### src/rtl/reconfig_addsub_pipe.sv
// reconfig_addsub_pipe
// Two-stage pipelined add/subtract unit with operand-channel select,
// optional unsigned saturation and a valid/ready handshake with full
// backpressure. The WIDTH-bit carry chain is split at WIDTH/2: the lower
// half is summed before stage 1, the upper half before stage 2.
module reconfig_addsub_pipe #(
    parameter int WIDTH = 8,
    parameter int NCH   = 3,
    parameter int SELW  = 2,
    parameter int TAGW  = 4
) (
    input  logic                  clk,
    input  logic                  rst,
    input  logic                  in_valid,
    output logic                  in_ready,
    input  logic [NCH*WIDTH-1:0]  a_bus,
    input  logic [WIDTH-1:0]      b,
    input  logic [SELW-1:0]       sel,
    input  logic [1:0]            op,
    input  logic                  sat,
    input  logic [TAGW-1:0]       in_tag,
    output logic                  out_valid,
    input  logic                  out_ready,
    output logic [WIDTH:0]        y,
    output logic [TAGW-1:0]       out_tag
);

    localparam int LOW  = WIDTH / 2;
    localparam int HIGH = WIDTH - LOW;

    typedef enum logic [1:0] {
        OP_ADD  = 2'b00,  // b + a
        OP_SUB  = 2'b01,  // b - a
        OP_RSUB = 2'b10,  // a - b
        OP_ONES = 2'b11   // b + ~a
    } op_e;

    // ------------------------------------------------------------------
    // Handshake
    // ------------------------------------------------------------------
    logic v1, v2;
    logic adv1, adv2;

    assign adv2      = !v2 || out_ready;
    assign adv1      = !v1 || adv2;
    assign in_ready  = adv1;
    assign out_valid = v2;

    // ------------------------------------------------------------------
    // Operand select and operand conditioning
    // ------------------------------------------------------------------
    logic [WIDTH-1:0] a_sel;
    logic [WIDTH-1:0] opx;
    logic [WIDTH-1:0] opy;
    logic             cin;

    // Pick the addressed channel; out-of-range indices give zero.
    always_comb begin
        // NOTE: the default first means no path leaves a_sel unassigned, so no latch.
        a_sel = '0;
        for (int k = 0; k < NCH; k++) begin
            if (sel == SELW'(k)) begin
                a_sel = a_bus[k*WIDTH +: WIDTH];
            end
        end
    end

    // Map the operation onto a single X + Y + cin adder.
    always_comb begin
        opx = b;
        opy = a_sel;
        cin = 1'b0;
        unique case (op_e'(op))
            OP_ADD:  begin opx = b;     opy = a_sel;  cin = 1'b0; end
            OP_SUB:  begin opx = b;     opy = ~a_sel; cin = 1'b1; end
            OP_RSUB: begin opx = a_sel; opy = ~b;     cin = 1'b1; end
            OP_ONES: begin opx = b;     opy = ~a_sel; cin = 1'b0; end
            default: begin opx = b;     opy = a_sel;  cin = 1'b0; end
        endcase
    end

    // Lower half of the carry chain, ahead of stage 1.
    logic [LOW:0] lo_full;
    assign lo_full = {1'b0, opx[LOW-1:0]} + {1'b0, opy[LOW-1:0]} + {{LOW{1'b0}}, cin};

    // ------------------------------------------------------------------
    // Stage 1 registers
    // ------------------------------------------------------------------
    logic [LOW-1:0]  s1_sum_lo;
    logic            s1_c_lo;
    logic [HIGH-1:0] s1_x_hi;
    logic [HIGH-1:0] s1_y_hi;
    logic [1:0]      s1_op;
    logic            s1_sat;
    logic [TAGW-1:0] s1_tag;

    // Stage 1: capture lower sum/carry and the untouched upper operand halves.
    always_ff @(posedge clk or posedge rst) begin
        if (rst) begin
            // NOTE: non-blocking assignments keep every register sampling pre-edge values.
            v1        <= 1'b0;
            s1_sum_lo <= '0;
            s1_c_lo   <= 1'b0;
            s1_x_hi   <= '0;
            s1_y_hi   <= '0;
            s1_op     <= '0;
            s1_sat    <= 1'b0;
            s1_tag    <= '0;
        end else if (adv1) begin
            v1 <= in_valid;
            // Payload only moves with a real transaction so bubbles do not toggle it.
            if (in_valid) begin
                s1_sum_lo <= lo_full[LOW-1:0];
                s1_c_lo   <= lo_full[LOW];
                s1_x_hi   <= opx[WIDTH-1:LOW];
                s1_y_hi   <= opy[WIDTH-1:LOW];
                s1_op     <= op;
                s1_sat    <= sat;
                s1_tag    <= in_tag;
            end
        end
    end

    // ------------------------------------------------------------------
    // Upper half of the carry chain and saturation, ahead of stage 2
    // ------------------------------------------------------------------
    logic [HIGH:0]    hi_full;
    logic             c_out;
    logic             is_sub;
    logic [WIDTH-1:0] raw_sum;
    logic [WIDTH-1:0] fin_sum;

    assign hi_full = {1'b0, s1_x_hi} + {1'b0, s1_y_hi} + {{HIGH{1'b0}}, s1_c_lo};
    assign c_out   = hi_full[HIGH];
    assign raw_sum = {hi_full[HIGH-1:0], s1_sum_lo};
    // op 01 and 10 are the subtracting forms; their carry means "no borrow".
    assign is_sub  = s1_op[0] ^ s1_op[1];

    // Clamp on overflow (add forms) or borrow (subtract forms) when enabled.
    always_comb begin
        fin_sum = raw_sum;
        if (s1_sat) begin
            if (!is_sub && c_out) begin
                fin_sum = '1;
            end else if (is_sub && !c_out) begin
                fin_sum = '0;
            end
        end
    end

    // ------------------------------------------------------------------
    // Stage 2 registers (module outputs)
    // ------------------------------------------------------------------

    // Stage 2: publish the result; holds while downstream stalls.
    always_ff @(posedge clk or posedge rst) begin
        if (rst) begin
            v2      <= 1'b0;
            y       <= '0;
            out_tag <= '0;
        end else if (adv2) begin
            v2 <= v1;
            if (v1) begin
                y       <= {c_out, fin_sum};
                out_tag <= s1_tag;
            end
        end
    end

endmodule

### config.mk
export PLATFORM = sky130hd
export DESIGN_NAME = reconfig_addsub_pipe
export DESIGN_NICKNAME = d
export VERILOG_FILES = /design/src/rtl/reconfig_addsub_pipe.sv
export SDC_FILE = /design/constraint.sdc
export NUM_CORES = 1
export LEC_CHECK = 0
export ABC_CLOCK_PERIOD_IN_PS = 2700
export BUFFER_PORTS_ARGS = -buffer_cell sky130_fd_sc_hd__buf_2
export CAP_MARGIN = 20
export CORE_ASPECT_RATIO = 2
export CORE_MARGIN = 2
export CORE_UTILIZATION = 25
export DETAILED_ROUTE_END_ITERATION = 16
export HOLD_SLACK_MARGIN = 0.12
export PLACE_DENSITY_LB_ADDON = 0.15
export SYNTH_ARGS = -nofsm -noshare
export SYNTH_HDL_FRONTEND = slang
export SYNTH_SLANG_ARGS = --single-unit
### constraint.sdc
create_clock -name clk -period 2.7 [get_ports clk]
set_clock_uncertainty 0.15 [all_clocks]
set_input_delay 0.54 -clock clk [delete_from_list [all_inputs] [get_ports clk]]
set_output_delay 0.54 -clock clk [all_outputs]
set_load 0.03 [all_outputs]
======== Yosys cells after proc, flatten, opt, wreduce, memory -nomap -nowiden ========
Index checks and enable logic that the tools add are counted.
cells by class
  add/sub/neg operators ................... 4
  $mul .................................... 0
  divide/modulo/power cells ............... 0
  magnitude comparators ................... 0
  equal/unequal tests ..................... 5
  shift operators ......................... 0
  multiplexer cells ....................... 9
  bitwise operators ....................... 3
  reductions and logical operators ........ 16
operators by type and width
  cell                                                 number
  two-way mux 8 bit                                    6
  case mux 8 bit (3 select lines)                      1
  inverter 8 bit                                       2
  case mux 8 bit (2 select lines)                      1
  adder 4 x 4 -> 5 bit                                 2
  adder 5 x 1 -> 5 bit                                 2
  equality test 2 bit, second input constant           3
  OR reduction 2 bit                                   3
  equality test 2 x 1 -> 1 bit, second input constant  2
  logical NOT 1 bit                                    4
  logical NOT 2 bit                                    2
  AND reduction 2 bit                                  2
  OR reduction 3 bit                                   1
  logical AND 1 bit                                    2
  logical OR 1 bit                                     2
  case mux 1 bit (2 select lines)                      1
  bitwise XOR 1 bit                                    1
word-level totals
  bits in registers ....................... 35
  latch bits .............................. 0
  RAM bits ................................ 0
  bits in read-only memories .............. 0
  bits of input ports ..................... 45
  output and inout bits ................... 15
  logic and storage cells ................. 48
  memories ................................ 0

======== Depth between registers and ports, before layout ========
  depth after elaboration ................. 8
  depth in mapped cells ................... 14
  gate-level depth less buffers ........... 12

======== Worst setup path after synthesis ========
OpenSTA, ideal clock, no wires.
  kind .................................... input to register
  from .................................... input port op[0]
  to ...................................... register s1_c_lo
  setup time .............................. 0.135 ns
  data arrival time ....................... 2.736 ns
  required time ........................... 2.415 ns
  path slack .............................. -0.321 ns
  stages .................................. 12
  path buffers ............................ 2
  cells stage by stage .................... inv_1 ha_1 clkbuf_1 clkbuf_1 mux2_2 fa_1 inv_1 fa_1 inv_1 a21o_1 a21oi_1 o21ai_0
between the ends
  longest elaborated chain between the ends .. 5
  elaborated cells between the ends (all ways) .. 13
  those cells by class .................... add/sub (2); eq/ne (3); mux (3); reduce/logical (5)
RTL lines
  element                                                                                    RTL line  RTL
  from (decl)                                                                                19        input logic [1:0] op,
  equality test 2 bit, or another cell as far along                                          73        unique case (op_e'(op))
  OR reduction 3 bit (no source line) / OR reduction 2 bit (equally long branches)           --
  case mux 8 bit (2 select lines) / case mux 8 bit (3 select lines) (equally long branches)  73
  adder 4 x 4 -> 5 bit                                                                       84        assign lo_full = {1'b0, opx[LOW-1:0]} + {1'b0, opy[LOW-1:0]} + {{LOW{1'b0}}, cin};
  adder 5 x 1 -> 5 bit *                                                                     84
  to (signal assigned)                                                                       114       s1_c_lo <= lo_full[LOW];
  to (decl)                                                                                  90        logic s1_c_lo;
Mark *: on every way between the ends. The rest lies on a longest branch, timed or not.
A chain may end at the register's enable or synchronous reset.

======== Worst setup path in the final report ========
  from .................................... register s1_c_lo
  to ...................................... register y[5]
between the ends
  longest elaborated chain between the ends .. 6
  elaborated cells between the ends (all ways) .. 7
  those cells by class .................... add/sub (1); mux (3); reduce/logical (3)
RTL lines
  element                 RTL line  RTL
  adder 5 x 1 -> 5 bit *  133       assign hi_full = {1'b0, s1_x_hi} + {1'b0, s1_y_hi} + {{HIGH{1'b0}}, s1_c_lo};
  logical NOT 1 bit       145       end else if (is_sub && !c_out) begin
  logical AND 1 bit       145
  two-way mux 8 bit       145
  two-way mux 8 bit       143       if (!is_sub && c_out) begin
  two-way mux 8 bit *     142       if (s1_sat) begin
  to (signal assigned)    164       y <= {c_out, fin_sum};
  to (decl)               24        output logic [WIDTH:0] y,
Marked as above.

==> impl_metrics.py <==
metrics = {
    "logic_synthesis": {
        "avgSynthCellArea_um2": 9.974,
        "synthArstFlopShare_pct": 100.0,
        "synthCells": 210,
        "synth_edf_count": 0,
        "synth_top_family_by_area": "compound AO/OA/AOI/OAI gates",
        "synth_fa_ha_area_share_pct": 9.797,
        "ys_seq_area_share_pct": 41.82,
        "synth_area_mm2": 0.002095,
        "synth.net_count": 269,
        "synth_cell_types": 29,
        "ys.flop_type": "dfrtp_1",
        "yosys_register_bits": 35,
        "muxShareOfSynthArea_pct": 11.83,
        "synthXorXnorAreaFrac_pct": 2.091,
        "ys.warnings.count": 0,
        "synth-simple-area-share_pct": 10.16,
        "synth_compound_area_share_pct": 19.47,
    },
    "floorplan": {
        "die_w_um": 68.72,
        "start_util_pct": 25.44,
        "ios": 60,
        "core_area_mm2": 0.008233,
        "fp-row-count": 47,
        "die_h_um": 133.4,
        "die_area_mm2": 0.009170,
    },
    "place": {
        "hpwlAfterDp_um": 3906,
        "place_ws_ps": -134.0,
        "gp_congestion": 0.6863,
        "placed_area_mm2": 0.002608,
        "portBuffers": 59,
    },
    "finish": {
        "final_area_mm2": 0.002769,
        "drive_gt1_share_pct": 38.87,
        "n_antenna_cell": 0,
        "fill_cells": 891,
        "final_cell_mix": "59 x buf_2, 35 x dfrtp_1, 26 x nand2_1, 17 x buf_4, 14 x inv_1",
        "final_common_cell": "buf_2",
        "fin_util_pct": 33.63,
        "nets": 341,
        "syn2layout_area_growth_pct": 32.20,
    },
    "routing": {
        "drt_wl_total_um": 4749,
        "first_iter_violations": 60,
        "route.detailed.drc": 0,
        "first_pass_iters": 4,
        "wl_per_cell_um": 12.46,
        "vias_per_cell": 4.470,
        "detail-route-antenna-nets": 0,
        "num_vias": 1703,
    },
    "clock_network": {
        "cts_buffers": 5,
        "clkTransAtPathRegs_ps": 50,
        "cts_root_buf": "clkbuf_16",
        "cts_buffer_depth": 2,
        "cts_sinks": 35,
        "cts_setup_buffers": 0,
        "post_cts_resized": 0,
        "hold_buffers": 0,
        "clk_latency_ps": 270,
        "cts_tree": "built",
        "h-tree-depth": 2,
    },
    "grt": {
        "grt_start_max_net_pins": 36,
        "antenna_found_initial": 0,
        "grt.total_usage_pct": 11.37,
        "grt.overflow.total": 0,
        "grt_pass1_vias": 1674,
        "grt_pass1_wl_um": 7769,
    },
    "sta": {
        "min_period_ps": 2569,
        "tightest_slew_ps": 513.1,
        "hold_viol_final": 0,
        "setup_viol": 0,
        "fin_crit_sh_pct": 95.13,
        "fmax_mhz": 389.3,
        "rsz0062_at_grt": "no",
        "fin_setup_tns_ps": 0,
        "relSlewSlack_pct": 65.79,
        "drv_slew": 0,
        "fin_ws_ps": 131.4,
    },
    "pwr": {
        "p_leak_nw": 1.397,
        "fin_total_pwr_mw": 2.019,
        "p_per_area_mw_per_mm2": 729.2,
        "ir_drop_uv": 218.8,
    },
    "worst_setup_path": {
        "path_max_fanout": 6,
        "critPathCaptureType": "register",
        "arrival_ps": 2580,
        "crit_type": "register to register",
        "start_kind": "register",
        "worstPathRequired_ps": 2710,
    },
    "hold_path": {
        "hold_path_class": "input port to asynchronous set/reset pin",
    },
    "run_status": {
        "status": "finished, final reports clean",
    },
    "run": {
        "maxCapViolations": 0,
    },
}
==> layout make-up <==
cell class | instances | area (µm²) | share of cell area, %
multi-input cells | 149 | 1135 | 40.99
repair buffers | 76 | 422.9 | 15.27
inverters | 15 | 56.30 | 2.033
clock buffers | 8 | 156.4 | 5.648
flip-flops and latches | 35 | 875.8 | 31.63
well taps | 98 | 122.6 | 4.428
==> critical path, cell delays in order, from the launching register on <==
cell     delay, ps
dfrtp_1        410
fa_1           460
inv_1           80
fa_1           210
nor2b_1         60
o21a_1         180
or3b_4         390
or3_4          380
o221a_2        140
==> layer usage <==
layer	up-vias	global-route usage, %	share of wire [%]
met5	-	0	0
met4	0	5.556	2.4
met3	6	2.280	4.6
met2	45	20.83	57
met1	770	11.49	36
li1	882	-	-
==> cells by family (layout without fill, tap and decap cells) <==
kind of cell             count (synthesis)  count (layout)
AO/OA/AOI/OAI                           59              59
XOR/XNOR                                 5               5
adder cells (fa/ha/maj)                 14              14
buffers and inverters                   26              99
flip-flops                              35              35
multiplexers                            23              23
AND/OR/NAND/NOR                         48              48
==> synth_stat cells, drive strengths merged, types with 3 or more instances <==
master  number  area (µm²)
xnor2        3       26.28
a22o         4       35.03
o221a        6       67.56
mux2i        9       90.09
a221o        4       40.04
inv         15       56.30
nor2        11       41.29
a211oi       4       30.03
buf          3       15.01
clkbuf       8       30.03
dfrtp       35       875.8
mux2        14       157.7
a21o         8       60.06
o21ai       14       70.07
ha          10       125.1
nand2       26       97.59
nand2b       3       18.77
fa           4       80.08
o22ai        4       25.02
a21oi       13       65.06
==> metrics by stage <==
stage | instances | hold WS [ps]
2_1_floorplan | 210 | 283.1
3_3_place_gp | 373 | 290.0
3_5_place_dp | 373 | 302.2
4_1_cts | 381 | 220.6
5_1_grt | 381 | 267.9
6_report | 381 | 203.3
==> report_power, final <==
part	leakage, nW	internal (mW)	switching, mW
clock network	0.0772	0.392	0.195
registers	0.419	0.657	0.0745
logic	0.901	0.304	0.397
total	1.40	1.35	0.666
==> path summary, 6_finish.rpt <==
kind / start / endpoint / slack (ps) / cells past startpoint
worst max register to register: s1_c_lo$_DFFE_PP0P_ / y[5]$_DFFE_PP0P_ / 130 / 8
worst max-delay path: s1_c_lo$_DFFE_PP0P_ / y[5]$_DFFE_PP0P_ / 130 / 8
max in group asynchronous: rst / s1_y_hi[2]$_DFFE_PP0P_ / 1880 / 3
min in group clk: s1_tag[0]$_DFFE_PP0P_ / out_tag[0]$_DFFE_PP0P_ / 310 / 2
worst min-delay path: rst / s1_sat$_DFFE_PP0P_ / 200 / 3
worst min register to register: s1_tag[0]$_DFFE_PP0P_ / out_tag[0]$_DFFE_PP0P_ / 310 / 2
==> flip-flops by register name, indices dropped and copies added, names as in the netlist <==
register   cells
y              9
s1_sum_lo      4
s1_op          2
s1_tag         4
out_valid      1
s1_x_hi        4
s1_c_lo        1
s1_y_hi        4
out_tag        4
v1             1
s1_sat         1
(Power assumes the default switching activity.)
